==> src/rtl/seven_seg_mux_driver.sv <==
`timescale 1ns / 1ps
`default_nettype none
// seven_seg_mux_driver: scanned common-anode 7-segment driver with guard blanking and
// frame-synchronous double buffering. Rev 1.0. Optional macro SEVEN_SEG_LZB_EN: leading-zero blanking.
module seven_seg_mux_driver #(
  parameter int NUM_DIGITS   = 3,
  parameter int REFRESH_DIV  = 50000,
  parameter int BLANK_CYCLES = 4
) (
  input  logic                    i_clk,
  input  logic                    i_rst_n,
  input  logic [4*NUM_DIGITS-1:0] i_value,
  input  logic [NUM_DIGITS-1:0]   i_dp,
  input  logic                    i_load,
  input  logic                    i_blank,
  output logic [7:0]              o_seven_seg,
  output logic [NUM_DIGITS-1:0]   o_digit_en_n,
  output logic                    o_frame_done
);

  localparam int SLOT_W = (REFRESH_DIV > 1) ? $clog2(REFRESH_DIV) : 1;
  localparam int IDX_W  = (NUM_DIGITS > 1) ? $clog2(NUM_DIGITS) : 1;
  localparam int VAL_W  = 4 * NUM_DIGITS;

  localparam logic [SLOT_W-1:0]     SLOT_LAST  = SLOT_W'(REFRESH_DIV - 1);
  localparam logic [SLOT_W-1:0]     SLOT_GUARD = SLOT_W'(BLANK_CYCLES);
  localparam logic [IDX_W-1:0]      IDX_LAST   = IDX_W'(NUM_DIGITS - 1);
  localparam logic [NUM_DIGITS-1:0] DIGIT0     = NUM_DIGITS'(1);

  logic [SLOT_W-1:0]     slot_cnt_q, slot_cnt_d;
  logic [IDX_W-1:0]      idx_q, idx_d;
  logic [VAL_W-1:0]      shadow_val_q, shadow_val_d;
  logic [NUM_DIGITS-1:0] shadow_dp_q, shadow_dp_d;
  logic [VAL_W-1:0]      active_val_q, active_val_d;
  logic [NUM_DIGITS-1:0] active_dp_q, active_dp_d;
  logic [7:0]            seg_q, seg_d;
  logic [NUM_DIGITS-1:0] en_n_q, en_n_d;
  logic                  frame_done_q, frame_done_d;

  logic                  slot_end;
  logic                  frame_end;
  logic [3:0]            nibble;
  logic                  digit_dp;
  logic                  digit_lz;

  function automatic logic [7:0] decode_hex(input logic [3:0] n);
    logic [7:0] s;
    case (n)
      4'h0:    s = 8'h03;
      4'h1:    s = 8'h9F;
      4'h2:    s = 8'h25;
      4'h3:    s = 8'h0D;
      4'h4:    s = 8'h99;
      4'h5:    s = 8'h49;
      4'h6:    s = 8'h41;
      4'h7:    s = 8'h1F;
      4'h8:    s = 8'h01;
      4'h9:    s = 8'h19;
      4'hA:    s = 8'h11;
      4'hB:    s = 8'hC1;
      4'hC:    s = 8'h63;
      4'hD:    s = 8'h85;
      4'hE:    s = 8'h61;
      default: s = 8'h71;
    endcase
    return s;
  endfunction

  // Scan position and double-buffered data registers.
  always_comb begin
    slot_end   = (slot_cnt_q == SLOT_LAST);
    frame_end  = slot_end && (idx_q == IDX_LAST);
    slot_cnt_d = slot_end ? '0 : slot_cnt_q + 1'b1;
    idx_d      = idx_q;
    if (slot_end) begin
      idx_d = (idx_q == IDX_LAST) ? '0 : idx_q + 1'b1;
    end

    shadow_val_d = i_load ? i_value : shadow_val_q;
    shadow_dp_d  = i_load ? i_dp : shadow_dp_q;

    // A load on the boundary edge reaches active directly through shadow_*_d.
    active_val_d = active_val_q;
    active_dp_d  = active_dp_q;
    if (frame_end) begin
      active_val_d = shadow_val_d;
      active_dp_d  = shadow_dp_d;
    end

    frame_done_d = frame_end;
  end

`ifdef SEVEN_SEG_LZB_EN
  logic [NUM_DIGITS-1:0] lz_mask;
  logic                  lz_seen;

  always_comb begin
    lz_mask = '0;
    lz_seen = 1'b0;
    for (int k = NUM_DIGITS - 1; k > 0; k--) begin
      lz_seen    = lz_seen | (active_val_d[4*k +: 4] != 4'h0);
      lz_mask[k] = ~lz_seen;
    end
  end

  assign digit_lz = lz_mask[idx_d];
`else
  assign digit_lz = 1'b0;
`endif

  // Outputs are decoded from next-state scan position so the registers line up with it.
  always_comb begin
    nibble   = active_val_d[{idx_d, 2'b00} +: 4];
    digit_dp = active_dp_d[idx_d];
    seg_d    = 8'hFF;
    en_n_d   = '1;
    if (!i_blank && (slot_cnt_d >= SLOT_GUARD)) begin
      en_n_d = ~(DIGIT0 << idx_d);
      seg_d  = digit_lz ? 8'hFF : decode_hex(nibble);
      if (digit_dp) begin
        seg_d[0] = 1'b0;
      end
    end
  end

  always_ff @(posedge i_clk) begin
    if (!i_rst_n) begin
      slot_cnt_q   <= '0;
      idx_q        <= '0;
      shadow_val_q <= '0;
      shadow_dp_q  <= '0;
      active_val_q <= '0;
      active_dp_q  <= '0;
      seg_q        <= 8'hFF;
      en_n_q       <= '1;
      frame_done_q <= 1'b0;
    end else begin
      slot_cnt_q   <= slot_cnt_d;
      idx_q        <= idx_d;
      shadow_val_q <= shadow_val_d;
      shadow_dp_q  <= shadow_dp_d;
      active_val_q <= active_val_d;
      active_dp_q  <= active_dp_d;
      seg_q        <= seg_d;
      en_n_q       <= en_n_d;
      frame_done_q <= frame_done_d;
    end
  end

  assign o_seven_seg  = seg_q;
  assign o_digit_en_n = en_n_q;
  assign o_frame_done = frame_done_q;

endmodule
`default_nettype wire
==> config.mk <==
export PLATFORM = sky130hd
export DESIGN_NAME = seven_seg_mux_driver
export DESIGN_NICKNAME = d
export VERILOG_FILES = /design/src/rtl/seven_seg_mux_driver.sv
export SDC_FILE = /design/constraint.sdc
export NUM_CORES = 1
export LEC_CHECK = 0
export ABC_CLOCK_PERIOD_IN_PS = 3340
export CAP_MARGIN = 0
export CORE_UTILIZATION = 45
export DETAILED_ROUTE_END_ITERATION = 10
export PLACE_DENSITY = 0.69
export SLEW_MARGIN = 30
export SYNTH_ARGS = -nofsm -noshare
export SYNTH_HDL_FRONTEND = slang
export SYNTH_SLANG_ARGS = --single-unit
==> constraint.sdc <==
create_clock -name i_clk -period 3.34 [get_ports i_clk]
set_clock_uncertainty 0.1 [all_clocks]
set_input_delay 0.668 -clock i_clk [delete_from_list [all_inputs] [get_ports i_clk]]
set_output_delay 0.668 -clock i_clk [all_outputs]
set_load 0.05 [all_outputs]
## Word level (Yosys, flattened, before mapping)

Memory sizes are Yosys's and may differ from the RTL's. A register that Yosys moved wholly into a read port is not among the register bits.
Cells that the tools add are included.

| word-level totals | value |
|---|---|
| register bits | 60 |
| ROM bits | 112 |
| output and inout bits | 12 |
| word-level logic and storage cells | 34 |
| memories | 1 |

Memory list:

| memory | words | bits a word | read ports | clocked after Yosys merged registers in | write ports | line | text |
|---|---|---|---|---|---|---|---|
| (no name shown) | 16 | 7 | 1 | 1 | 0 | 48 | `case (n)` |

| cells by class | value |
|---|---|
| add/sub/neg operators | 2 |
| order comparisons | 2 |
| equal/unequal tests | 2 |
| shift operators | 2 |
| mux-type cells | 10 |
| bitwise logic cells | 1 |
| reduce and logical (&&, ||, !) cells | 5 |

Operators with widths:

| operator | count |
|---|---|
| $mux W12 | 2 |
| $add A16 B1 Y16 const B | 1 |
| $eq A16 B16 Y1 const B | 1 |
| $ge A16 B3 Y1 const B | 1 |
| $mux W16 | 1 |
| $shiftx A12 B5 Y4 | 1 |
| $mux W3 | 2 |
| $mux W2 | 2 |
| $lt A2 B3 Y1 const B | 1 |
| $not A3 Y3 | 1 |
| $shl A1 B2 Y3 const A | 1 |
| $add A2 B1 Y2 const B | 1 |
| $bmux W1 S2 | 1 |
| $eq A2 B2 Y1 const B | 1 |
| $logic_and A1 B1 Y1 | 2 |
| $logic_not A1 Y1 | 2 |
| $mux W1 | 2 |
| $reduce_and A2 Y1 | 1 |

## Depth between registers and ports, before layout

Gate-level depths: netlist (run 1).

| depth | value |
|---|---|
| word-level depth | 6 |
| gate-level depth with buffers | 14 |
| mapped depth without buffers | 13 |

## Least setup slack after synthesis (run 1)

No wires, ideal clock.

| path | value |
|---|---|
| path kind | input -> register |
| start | in i_load |
| end | reg seg_q[4], in the netlist o_seven_seg[4] |
| library setup time | 134 ps |
| data arrival time | 2606 ps |
| data required time | 3106 ps |
| path slack | 500 ps |
| cell stages on the path | 10 |
| path buffers | 1 |
| path through | clkbuf_1 > mux2i_1 > and3_1 > o32a_1 > a211oi_2 > inv_1 > ha_1 > a21oi_1 > a21oi_1 > o2111ai_1 |

| on the way | value |
|---|---|
| longest elaborated chain between the ends | 3 |

Ends and longest elaborated chain:

| element | line | text |
|---|---|---|
| start: declaration | 14 | `input logic i_load,` |
| $mux W12 | 79 | `shadow_val_d = i_load ? i_value : shadow_val_q;` |
| $mux W12 | 85 | `if (frame_end) begin` |
| $shiftx A12 B5 Y4 | 113 | `nibble = active_val_d[{idx_d, 2'b00} +: 4];` |
| end: declaration | 36 | `logic [7:0] seg_q, seg_d;` |

No other way between the ends.
A chain may end at the register's enable or synchronous reset.

## Final worst setup path (run 1)

| path | value |
|---|---|
| start | reg slot_cnt_q[0] |
| end | reg seg_q[7], in the netlist o_seven_seg[7] |

| on the way | value |
|---|---|
| longest elaborated chain between the ends | 6 |

Ends and longest elaborated chain:

| element | line | text |
|---|---|---|
| start: declaration | 30 | `logic [SLOT_W-1:0] slot_cnt_q, slot_cnt_d;` |
| start signal: assignment | 138 | `slot_cnt_q <= slot_cnt_d;` |
| $add A16 B1 Y16 or $eq A16 B16 Y1 (tied branches) | 73, 71 |  |
| $mux W16 | 73 | `slot_cnt_d = slot_end ? '0 : slot_cnt_q + 1'b1;` |
| $ge A16 B3 Y1 | 117 | `if (!i_blank && (slot_cnt_d >= SLOT_GUARD)) begin` |
| $logic_and A1 B1 Y1 | 117 |  |
| $reduce_and A2 Y1 (no line) | n/a |  |
| $logic_not A1 Y1 (no line) | n/a |  |

Several ways; a longest one is shown, not always the timed one.

==> results of run 1 <==
final timing paths:
path,startpoint,endpoint
hold reg to reg,shadow_val_q[6],shadow_val_q[6]
hold / removal,shadow_val_q[6],shadow_val_q[6]
setup / recovery,slot_cnt_q[0],o_seven_seg[7]
setup reg to reg,slot_cnt_q[0],o_seven_seg[7]
critical path, stage by stage, from the launching register on:
cell	delay [ns]
dfxtp_1	0.40
ha_1	0.32
and3_1	0.22
and3_1	0.24
nand2_2	0.15
a31o_2	0.27
a22o_1	0.21
nor2_2	0.24
inv_1	0.10
ha_1	0.27
inv_1	0.10
a21oi_1	0.04
o21ai_0	0.17
nand3_1	0.09
metal layers:
layer / vias up / share of wire / track usage / routed length [µm]
met5: - / 0 / 0 / 0
met2: 55 / 0.44 / 0.323 / 2940
met1: 1195 / 0.49 / 0.267 / 3230
met4: 0 / 0.027 / 0.111 / 176
li1: 1293 / - / - / -
met3: 18 / 0.042 / 0.0626 / 279
layout by cell type (no fill, tap or decap), types with 3 or more instances in the layout:
cell type	netlist	final
a211oi_1	6	6
a21oi_1	13	13
and2_1	11	11
and3_1	7	7
and4_1	3	3
buf_4	1	12
clkbuf_1	9	3
clkbuf_8	0	9
clkdlybuf4s50_1	0	30
clkinv_2	0	3
dfxtp_1	60	60
ha_1	6	6
inv_1	6	6
mux2i_1	16	16
nand2_1	31	31
nand2b_1	3	3
nand3_1	16	16
nand4_1	5	5
nor2_1	33	32
nor2b_1	4	4
nor3_1	10	9
nor3_2	2	3
o211a_1	11	11
o211ai_1	3	3
o21ai_0	9	9
o221ai_1	3	3
or3_1	3	3
xnor2_1	7	7
xor2_1	7	7
final cells by class:
class	instances	area [µm²]	area share
sequential	60	1200	0.340
clock inverter	3	15.0	0.00425
multi-input combinational	250	1660	0.471
clock buffer	12	135	0.0383
inverter	8	30.0	0.00850
timing repair buffer	42	390	0.111
tap	77	96.3	0.0273
cells by family (layout without fill, tap and decap cells):
logic type / Yosys count / count (layout) / synth area share
and+or+nand+nor: 137 / 137 / 0.238
muxes: 17 / 17 / 0.0576
DFF: 60 / 60 / 0.404
AOI/OAI and AO/OA: 76 / 76 / 0.194
adders and majority gates: 6 / 6 / 0.0252
buffers and inverters: 28 / 65 / 0.0400
xor gates and xnor gates: 14 / 14 / 0.0412
flip-flops by register name, summed over array words and instances, names as in the netlist:
| name | count |
|---|---|
| slot_cnt_q | 16 |
| active_val_q | 12 |
| shadow_val_q | 12 |
| o_seven_seg | 8 |
| active_dp_q | 3 |
| o_digit_en_n | 3 |
| shadow_dp_q | 3 |
| idx_q | 2 |
| o_frame_done | 1 |
stage by stage:
step | power, mW | setup WS (ns) | cell area [µm²] | instances
after floorplan | 0.805 | 0.500 | 2980 | 338
after global placement | 0.846 | 0.189 | 3380 | 437
after detailed placement | 0.848 | 0.147 | 3380 | 437
after CTS | 1.38 | 0.239 | 3530 | 452
after global routing | 1.42 | 0.0817 | 3530 | 452
final | 1.36 | 0.287 | 3530 | 452
power groups by stage:
stage,Combinational (mW),Sequential [mW],Clock [mW]
CTS,0.0917,0.740,0.551
finish,0.0909,0.740,0.532
detailed placement,0.0914,0.756,0
global route,0.0998,0.742,0.581
global placement,0.0903,0.756,0
floorplan,0.0419,0.763,0
==> out/metrics.cfg, run 1 <==
[status]
status=finished clean

[power_and_ir_drop]
ir_drop_mv=0.258
p_comb_frac=0.067
p_switching_mw=0.326
p_per_area_nw_per_um2=386
intPower_mw=1.04
p_clk_frac=0.390
power_frac_seq=0.543
p_leak_nw=1.44
switching_share=0.239

[worst_setup_path]
r2r_slack_ns=0.29
cp_data_required_time_ns=3.47
path_max_fanout=8
cp-start-kind=flip-flop
end_kind=flip-flop
reg2reg_depth=13
arrival_ns=3.18
crit_type=flip-flop to flip-flop

[min_path]
min_path_cells=2
hold_class=flip-flop to flip-flop

[finish]
drive_gt1_frac=0.101
nets=396
fillerInstances=592
area_delta_synth_final_pct=18.7
final_util=0.556
diodes=0

[synthesis]
yosysTopAreaCellShare=0.404
syn-num-nets=363
ys_ff_latch=60
synth-edff-count=0
ys_async_sr_fraction=0
ys.flop_type=dfxtp_1
synth_cell_types=61
seq_area_frac_synth=0.404
synth_area_um2=2980
synth_top_cell_by_area=dfxtp_1
syn_inst=338
synth.most_common_cell=dfxtp_1
synth_area_leaders=dfxtp_1 (40%), mux2i_1 (5.4%), nor2_1 (4.2%)
yosysWarnings=0
synthTopCellsByCount=dfxtp_1 (60), nor2_1 (33), nand2_1 (31)
avgSynthCellArea_um2=8.80

[floorplanning]
start_util=0.469
core_area_um2=6350
dieArea_um2=6940
num_io_pins=31
chipHeight_um=83.3
die-width_um=83.3
rows=29

[cts]
cts_tree=yes
cts_setup_buffers=0
clock-sinks=60
clk_latency_ns=0.35
h-tree-depth=3
clkTransAtPathRegs_ns=0.06
cts_buffers=9
clock_path_buffers=2
cts-resized-gates=0
cts_root_buf=clkbuf_8
cts_hold_buf=0

[routing]
drt_iter0_drc=129
vias=2561
drc=0
drtAntennaViolNets=0
vias_per_cell=5.67
firstDrtPassIters=4
wl_per_cell_um=14.7
wl_um=6630

[sta]
tightest_slew_ns=0.521
fin_crit_sh=0.914
maxSlewViolCount=0
hold_viol_final=0
fin_crit_ns=3.05
holdWs_ns=0.389
tns_ns=0
max_freq_ghz=0.328
rsz0062_at_grt=no
max_slew_margin=0.650
setup-violations-final=0

[global_route]
grt_pass1_vias=2493
grt_pass1_wl_um=11600
grt.overflow.total=0
antenna_found_initial=0
gr-usage-all-layers=0.211
grt_max_degree=32

[placement]
gp_congestion=0.931
io_buffers=30
detailed_place_hpwl_um=4740

[job]
drv_cap=0

Note: power is estimated with default switching activity, not from simulation.
==> inputs of run 2 (changes only) <==
--- a/config.mk
+++ b/config.mk
@@ -6,7 +6,7 @@
 export NUM_CORES = 1
 export LEC_CHECK = 0
 export ABC_CLOCK_PERIOD_IN_PS = 3340
-export CAP_MARGIN = 0
+export CORE_ASPECT_RATIO = 1.25
 export CORE_UTILIZATION = 45
 export DETAILED_ROUTE_END_ITERATION = 10
 export PLACE_DENSITY = 0.69
==> run 2 against run 1 <==
Against the previous run:
- non-clock buffer count increased by 2
- sequential cell count unchanged
- global-route usage up 0.25 points
- setup slack better by 0.0088 ns
- die area hardly changed
- total power is 5.8% higher
- combinational power rose by 0.8%
- clock power increased by 15%
==> out/metrics.cfg, run 2 (synthesis results as in run 1) <==
[cts]
clk_latency_ns=0.34  ; about the same
cts_tree=yes
cts_hold_buf=0  ; unchanged
cts_buffers=9  ; unchanged
cts_setup_buffers=0  ; unchanged
cts_root_buf=clkbuf_8
cts-resized-gates=0  ; unchanged
h-tree-depth=3  ; unchanged
clock_path_buffers=2  ; unchanged
clock-sinks=60  ; unchanged
clkTransAtPathRegs_ns=0.08  ; +0.02 ns

[finish]
largest_register_ffs=16  ; unchanged
nets=398  ; +0.51%
top_regs=slot_cnt_q (16), active_val_q (12), shadow_val_q (12)
drive_gt1_frac=0.116  ; +0.0151
layout_common_cells=dfxtp_1 (60), nor2_1 (32), nand2_1 (31), clkdlybuf4s50_1 (30)
area_delta_synth_final_pct=20.6
regMostFlops=slot_cnt_q
final_util=0.571  ; +0.0150
diodes=0  ; unchanged
final_common_cell=dfxtp_1

[sta]
max_slew_margin=0.613  ; -0.0375
tns_ns=0  ; unchanged
maxSlewViolCount=0  ; unchanged
fin_crit_ns=3.04  ; -0.00879 ns
hold_viol_final=0  ; unchanged
tightest_slew_ns=0.580  ; +0.0590 ns
setup-violations-final=0  ; unchanged
rsz0062_at_grt=no
max_freq_ghz=0.329  ; +0.29%
fin_crit_sh=0.911  ; -0.00263

[routing]
wl_um=6830  ; +3.1%
wl_met1_um=3070  ; -5.0%
wl_met2_um=3350  ; +14%
vias_per_cell=5.68  ; +0.18%
vias=2628  ; +2.6%
drtAntennaViolNets=0  ; unchanged
wl_per_cell_um=14.8  ; +0.61%
drt_iter0_drc=182  ; +41%
drc=0  ; unchanged
top_layer_used=met4
route.met3.wl_um=315  ; +13%
firstDrtPassIters=4  ; unchanged

[worst_setup_path]
path_max_fanout=8  ; unchanged
crit_type=flip-flop to flip-flop
arrival_ns=3.16  ; -0.02 ns
cp-start-kind=flip-flop
end_kind=flip-flop
cp_data_required_time_ns=3.46  ; about the same

[global_route]
gr-usage-all-layers=0.214  ; +0.00252
grt_max_degree=24  ; -25%
grt.overflow.total=0  ; unchanged
antenna_found_initial=0  ; unchanged
grt_pass1_vias=2466  ; -1.1%
grt_pass1_wl_um=11400  ; -2.3%

[floorplanning]
chipHeight_um=92.9  ; +12%
start_util=0.473  ; +0.00476
num_io_pins=31  ; unchanged
core_area_um2=6290  ; -1.0%
die-width_um=74.7  ; -10%
dieArea_um2=6940  ; about the same
rows=32  ; +10%

[status]
status=finished clean

[placement]
gp_congestion=0.879  ; -5.6%
detailed_place_hpwl_um=4800  ; +1.4%
io_buffers=30  ; unchanged

[min_path]
hold_class=flip-flop to flip-flop

[power_and_ir_drop]
ir_drop_mv=0.217  ; -16%
power_mw=1.44  ; +5.8%
p_per_area_nw_per_um2=402  ; +4.0%
p_leak_nw=1.45  ; +1.1%

[job]
drv_cap=0  ; unchanged

[run 2: changes by cell type in the layout (fill, tap and decap cells not counted), sizes merged]
cell	previous run	this run
clkbuf	12	9
clkinvlp	0	3
inv	6	9
buf	12	14
clkinv	5	3
[run 2: path summary, 6_finish.rpt]
kind | from | end | slack (ns) | cells past startpoint
worst min register to register | slot_cnt_q[0] | slot_cnt_q[0] | 0.39 | 1
worst max-delay path | slot_cnt_q[0] | o_seven_seg[2] | 0.30 | 13
worst max register to register | slot_cnt_q[0] | o_seven_seg[2] | 0.30 | 13
worst min-delay path | slot_cnt_q[0] | slot_cnt_q[0] | 0.39 | 1
[run 2: per-layer routing]
layer | track usage | vias up
li1 | - | 1299
met1 | 0.255 | 1239
met2 | 0.360 | 82
met3 | 0.0555 | 8
met4 | 0.0770 | 0
met5 | 0 | -
[run 2: power by group]
group | leakage (nW) | switching, mW | total [mW] | internal, mW
Combinational | 0.882 | 0.0474 | 0.0916 | 0.0443
Sequential | 0.488 | 0.00786 | 0.739 | 0.731
Clock | 0.0844 | 0.331 | 0.611 | 0.280
[run 2: worst max-delay path, stage by stage (launching register included)]
cell and delay, ns:
dfxtp_1 0.41, ha_1 0.30, and3_1 0.20, and3_1 0.24, nand2_2 0.17, a31o_2 0.29
a22o_1 0.22, nor2_2 0.24, inv_1 0.10, ha_1 0.23, inv_1 0.10, a21oi_1 0.06
a21oi_1 0.14, o221ai_1 0.13
[run 2: area by class of cell]
type,instances,area [µm²]
clock buffers,9,124
multi-input cells,250,1660
flip-flops and latches,60,1200
inverters,8,30.0
fillers,576,2700
clock inverters,7,60.1
repair buffers,44,405
well taps,85,106
[run 2: metrics by stage]
step           setup WS [ns]  instance area [µm²]  instances  hold WS [ns]
3_3_place_gp           0.267                 3400        447         0.375
6_report               0.296                 3590        463         0.393
2_1_floorplan          0.500                 2980        338         0.349
3_5_place_dp           0.214                 3400        447         0.383
4_1_cts                0.215                 3590        463         0.400
5_1_grt               0.0365                 3590        463         0.421
==> inputs of run 3 (changes only) <==
--- a/config.mk
+++ b/config.mk
@@ -6,10 +6,12 @@
 export NUM_CORES = 1
 export LEC_CHECK = 0
 export ABC_CLOCK_PERIOD_IN_PS = 3340
+export CELL_PAD_IN_SITES_DETAIL_PLACEMENT = 0
+export CELL_PAD_IN_SITES_GLOBAL_PLACEMENT = 1
 export CORE_ASPECT_RATIO = 1.25
-export CORE_UTILIZATION = 45
+export CORE_UTILIZATION = 43
 export DETAILED_ROUTE_END_ITERATION = 10
-export PLACE_DENSITY = 0.69
+export PLACE_DENSITY = 0.82
 export SLEW_MARGIN = 30
 export SYNTH_ARGS = -nofsm -noshare
 export SYNTH_HDL_FRONTEND = slang
==> run 3 against run 2 <==
Against the previous run:
- sequential share of layout area down 0.16 points
- die area up 4.5%
- sequential power about the same
- cell area up 0.49%
- critical path depth unchanged
- hold slack worse by 0.0043 ns
- global-route usage down 0.54 points
- clock power down 5.7%
- largest power group unchanged
==> out/metrics.cfg, run 3 (synthesis results as in run 1) <==
[status]
status=finished clean

[cts]
cts_tree=yes
cts_buffers=9  ; unchanged
h-tree-depth=3  ; unchanged
clk_latency_ns=0.35  ; about the same
clkTransAtPathRegs_ns=0.07  ; about the same
cts_hold_buf=0  ; unchanged
cts_setup_buffers=0  ; unchanged
cts_root_buf=clkbuf_8
clock_path_buffers=2  ; unchanged
cts-resized-gates=0  ; unchanged
clock-sinks=60  ; unchanged

[floorplanning]
chipHeight_um=95  ; +2.2%
core_area_um2=6610  ; +5.1%
dieArea_um2=7260  ; +4.5%
rows=33  ; +3.1%
num_io_pins=31  ; unchanged
die-width_um=76.4  ; +2.2%
start_util=0.450  ; -0.0229

[worst_setup_path]
r2r_slack_ns=0.34  ; +0.04 ns
path_max_fanout=8  ; unchanged
timing.rr.start=slot_cnt_q[0]
end_kind=flip-flop
arrival_ns=3.13  ; -0.03 ns
crit_type=flip-flop to flip-flop
cp-start-kind=flip-flop
reg2reg_depth=13  ; unchanged
rr_endpoint=o_seven_seg[7]
cp_data_required_time_ns=3.47  ; about the same

[routing]
drc=0  ; unchanged
firstDrtPassIters=4  ; unchanged
vias_per_cell=5.59  ; -1.6%
wl_per_cell_um=14.4  ; -2.8%
vias=2615  ; -0.49%
wl_um=6720  ; -1.7%
drt_iter0_drc=191  ; +4.9%
drtAntennaViolNets=0  ; unchanged

[power_and_ir_drop]
p_comb_frac=0.066  ; +0.002
ir_drop_mv=0.218  ; +0.39%
p_clk_frac=0.409  ; -0.015
p_leak_nw=1.46  ; +0.44%
intPower_mw=1.05  ; -0.79%
switching_share=0.256  ; -0.0117
p_switching_mw=0.361  ; -6.6%
p_per_area_nw_per_um2=390  ; -2.8%
power_frac_seq=0.525  ; +0.012

[global_route]
antenna_found_initial=0  ; unchanged
gr-usage-all-layers=0.208  ; -0.00539
grt.overflow.total=0  ; unchanged
grt_pass1_vias=2551  ; +3.4%
grt_pass1_wl_um=11600  ; +2.4%
grt_max_degree=30  ; +25%

[placement]
io_buffers=30  ; unchanged
placed_cells=452  ; +1.1%
gp_congestion=0.869  ; -1.1%
detailed_place_hpwl_um=4850  ; +1.1%

[finish]
area_delta_synth_final_pct=21.2
drive_gt1_frac=0.123  ; +0.00696
fillerInstances=616  ; +6.9%
layout_common_cells=dfxtp_1 (60), nor2_1 (32), nand2_1 (31), clkdlybuf4s50_1 (30), buf_4 (17)
instances_no_fill=468  ; +1.1%
regMostFlops=slot_cnt_q
nets=401  ; +0.75%
largest_register_ffs=16  ; unchanged
diodes=0  ; unchanged
final_common_cell=dfxtp_1
top_regs=slot_cnt_q (16), active_val_q (12), shadow_val_q (12)

[sta]
maxSlewViolCount=0  ; unchanged
setup-violations-final=0  ; unchanged
hold_viol_final=0  ; unchanged
tightest_slew_ns=0.572  ; -0.00888 ns
fin_crit_sh=0.898  ; -0.0133
tns_ns=0  ; unchanged
rsz0062_at_grt=no
max_slew_margin=0.618  ; +0.00593
max_freq_ghz=0.333  ; +1.5%
fin_crit_ns=3.00  ; -0.0443 ns

[min_path]
min_from=slot_cnt_q[0]
min_path_cells=1  ; unchanged
holdPathEnd=slot_cnt_q[0]
hold_class=flip-flop to flip-flop

[job]
drv_cap=0  ; unchanged

## run 3: cell types whose count changed in the layout (fill, tap and decap cells not counted), sizes merged
cell,change
clkinv,+1
clkinvlp,+1
inv,-2
buf,+3
## run 3: worst max path at each step
stage                  startpoint              to  slack (ns)  depth (start not counted)
CTS                 slot_cnt_q[0]  o_seven_seg[7]        0.24                         13
finish              slot_cnt_q[0]  o_seven_seg[7]        0.34                         13
global placement           i_load  o_seven_seg[2]        0.26                         11
global route        slot_cnt_q[0]  o_seven_seg[7]        0.04                         13
detailed placement         i_load  o_seven_seg[2]        0.23                         11
floorplan                  i_load  o_seven_seg[4]        0.50                         10
## run 3: power by group through the flow
stage	Clock [mW]	Sequential (mW)	Combinational [mW]
6_report	0.576	0.739	0.0925
5_1_grt	0.635	0.741	0.102
4_1_cts	0.593	0.739	0.0938
3_5_place_dp	0	0.756	0.0937
3_3_place_gp	0	0.755	0.0928
2_1_floorplan	0	0.763	0.0419
## run 3: through the flow
stage                util  setup WS [ns]  hold slack [ns]  cell area (µm²)  power [mW]
floorplan               -          0.500            0.349             2980       0.805
global placement    0.519          0.261            0.373             3430       0.848
detailed placement  0.519          0.226            0.378             3430       0.850
CTS                 0.546          0.236            0.394             3600        1.43
global route        0.546         0.0378            0.421             3610        1.48
finish              0.546          0.340            0.388             3610        1.41
## run 3: cell type report
class / count / area [µm²] / share of cell area
tap: 87 / 109 / 0.0302
clock inverter: 7 / 52.6 / 0.0146
inverter: 8 / 30.0 / 0.00832
sequential: 60 / 1200 / 0.333
timing repair buffer: 47 / 428 / 0.119
clock buffer: 9 / 124 / 0.0343
multi-input combinational: 250 / 1660 / 0.461
## run 3: critical path, stage by stage, from the launching register on
cell and delay, ns:
dfxtp_1 0.41, ha_1 0.29, and3_1 0.20, and3_1 0.24, nand2_2 0.16, a31o_2 0.27
a22o_1 0.22, nor2_2 0.23, inv_1 0.10, ha_1 0.27, inv_1 0.09, a21oi_1 0.04
o21ai_0 0.17, nand3_1 0.09
## run 3: layer usage
metal | track usage | routed length [µm] | vias to the layer above
met5 | 0 | 0 | -
met4 | 0.104 | 139 | 0
met3 | 0.0531 | 290 | 13
met2 | 0.369 | 3350 | 57
met1 | 0.232 | 2930 | 1240
li1 | - | - | 1305
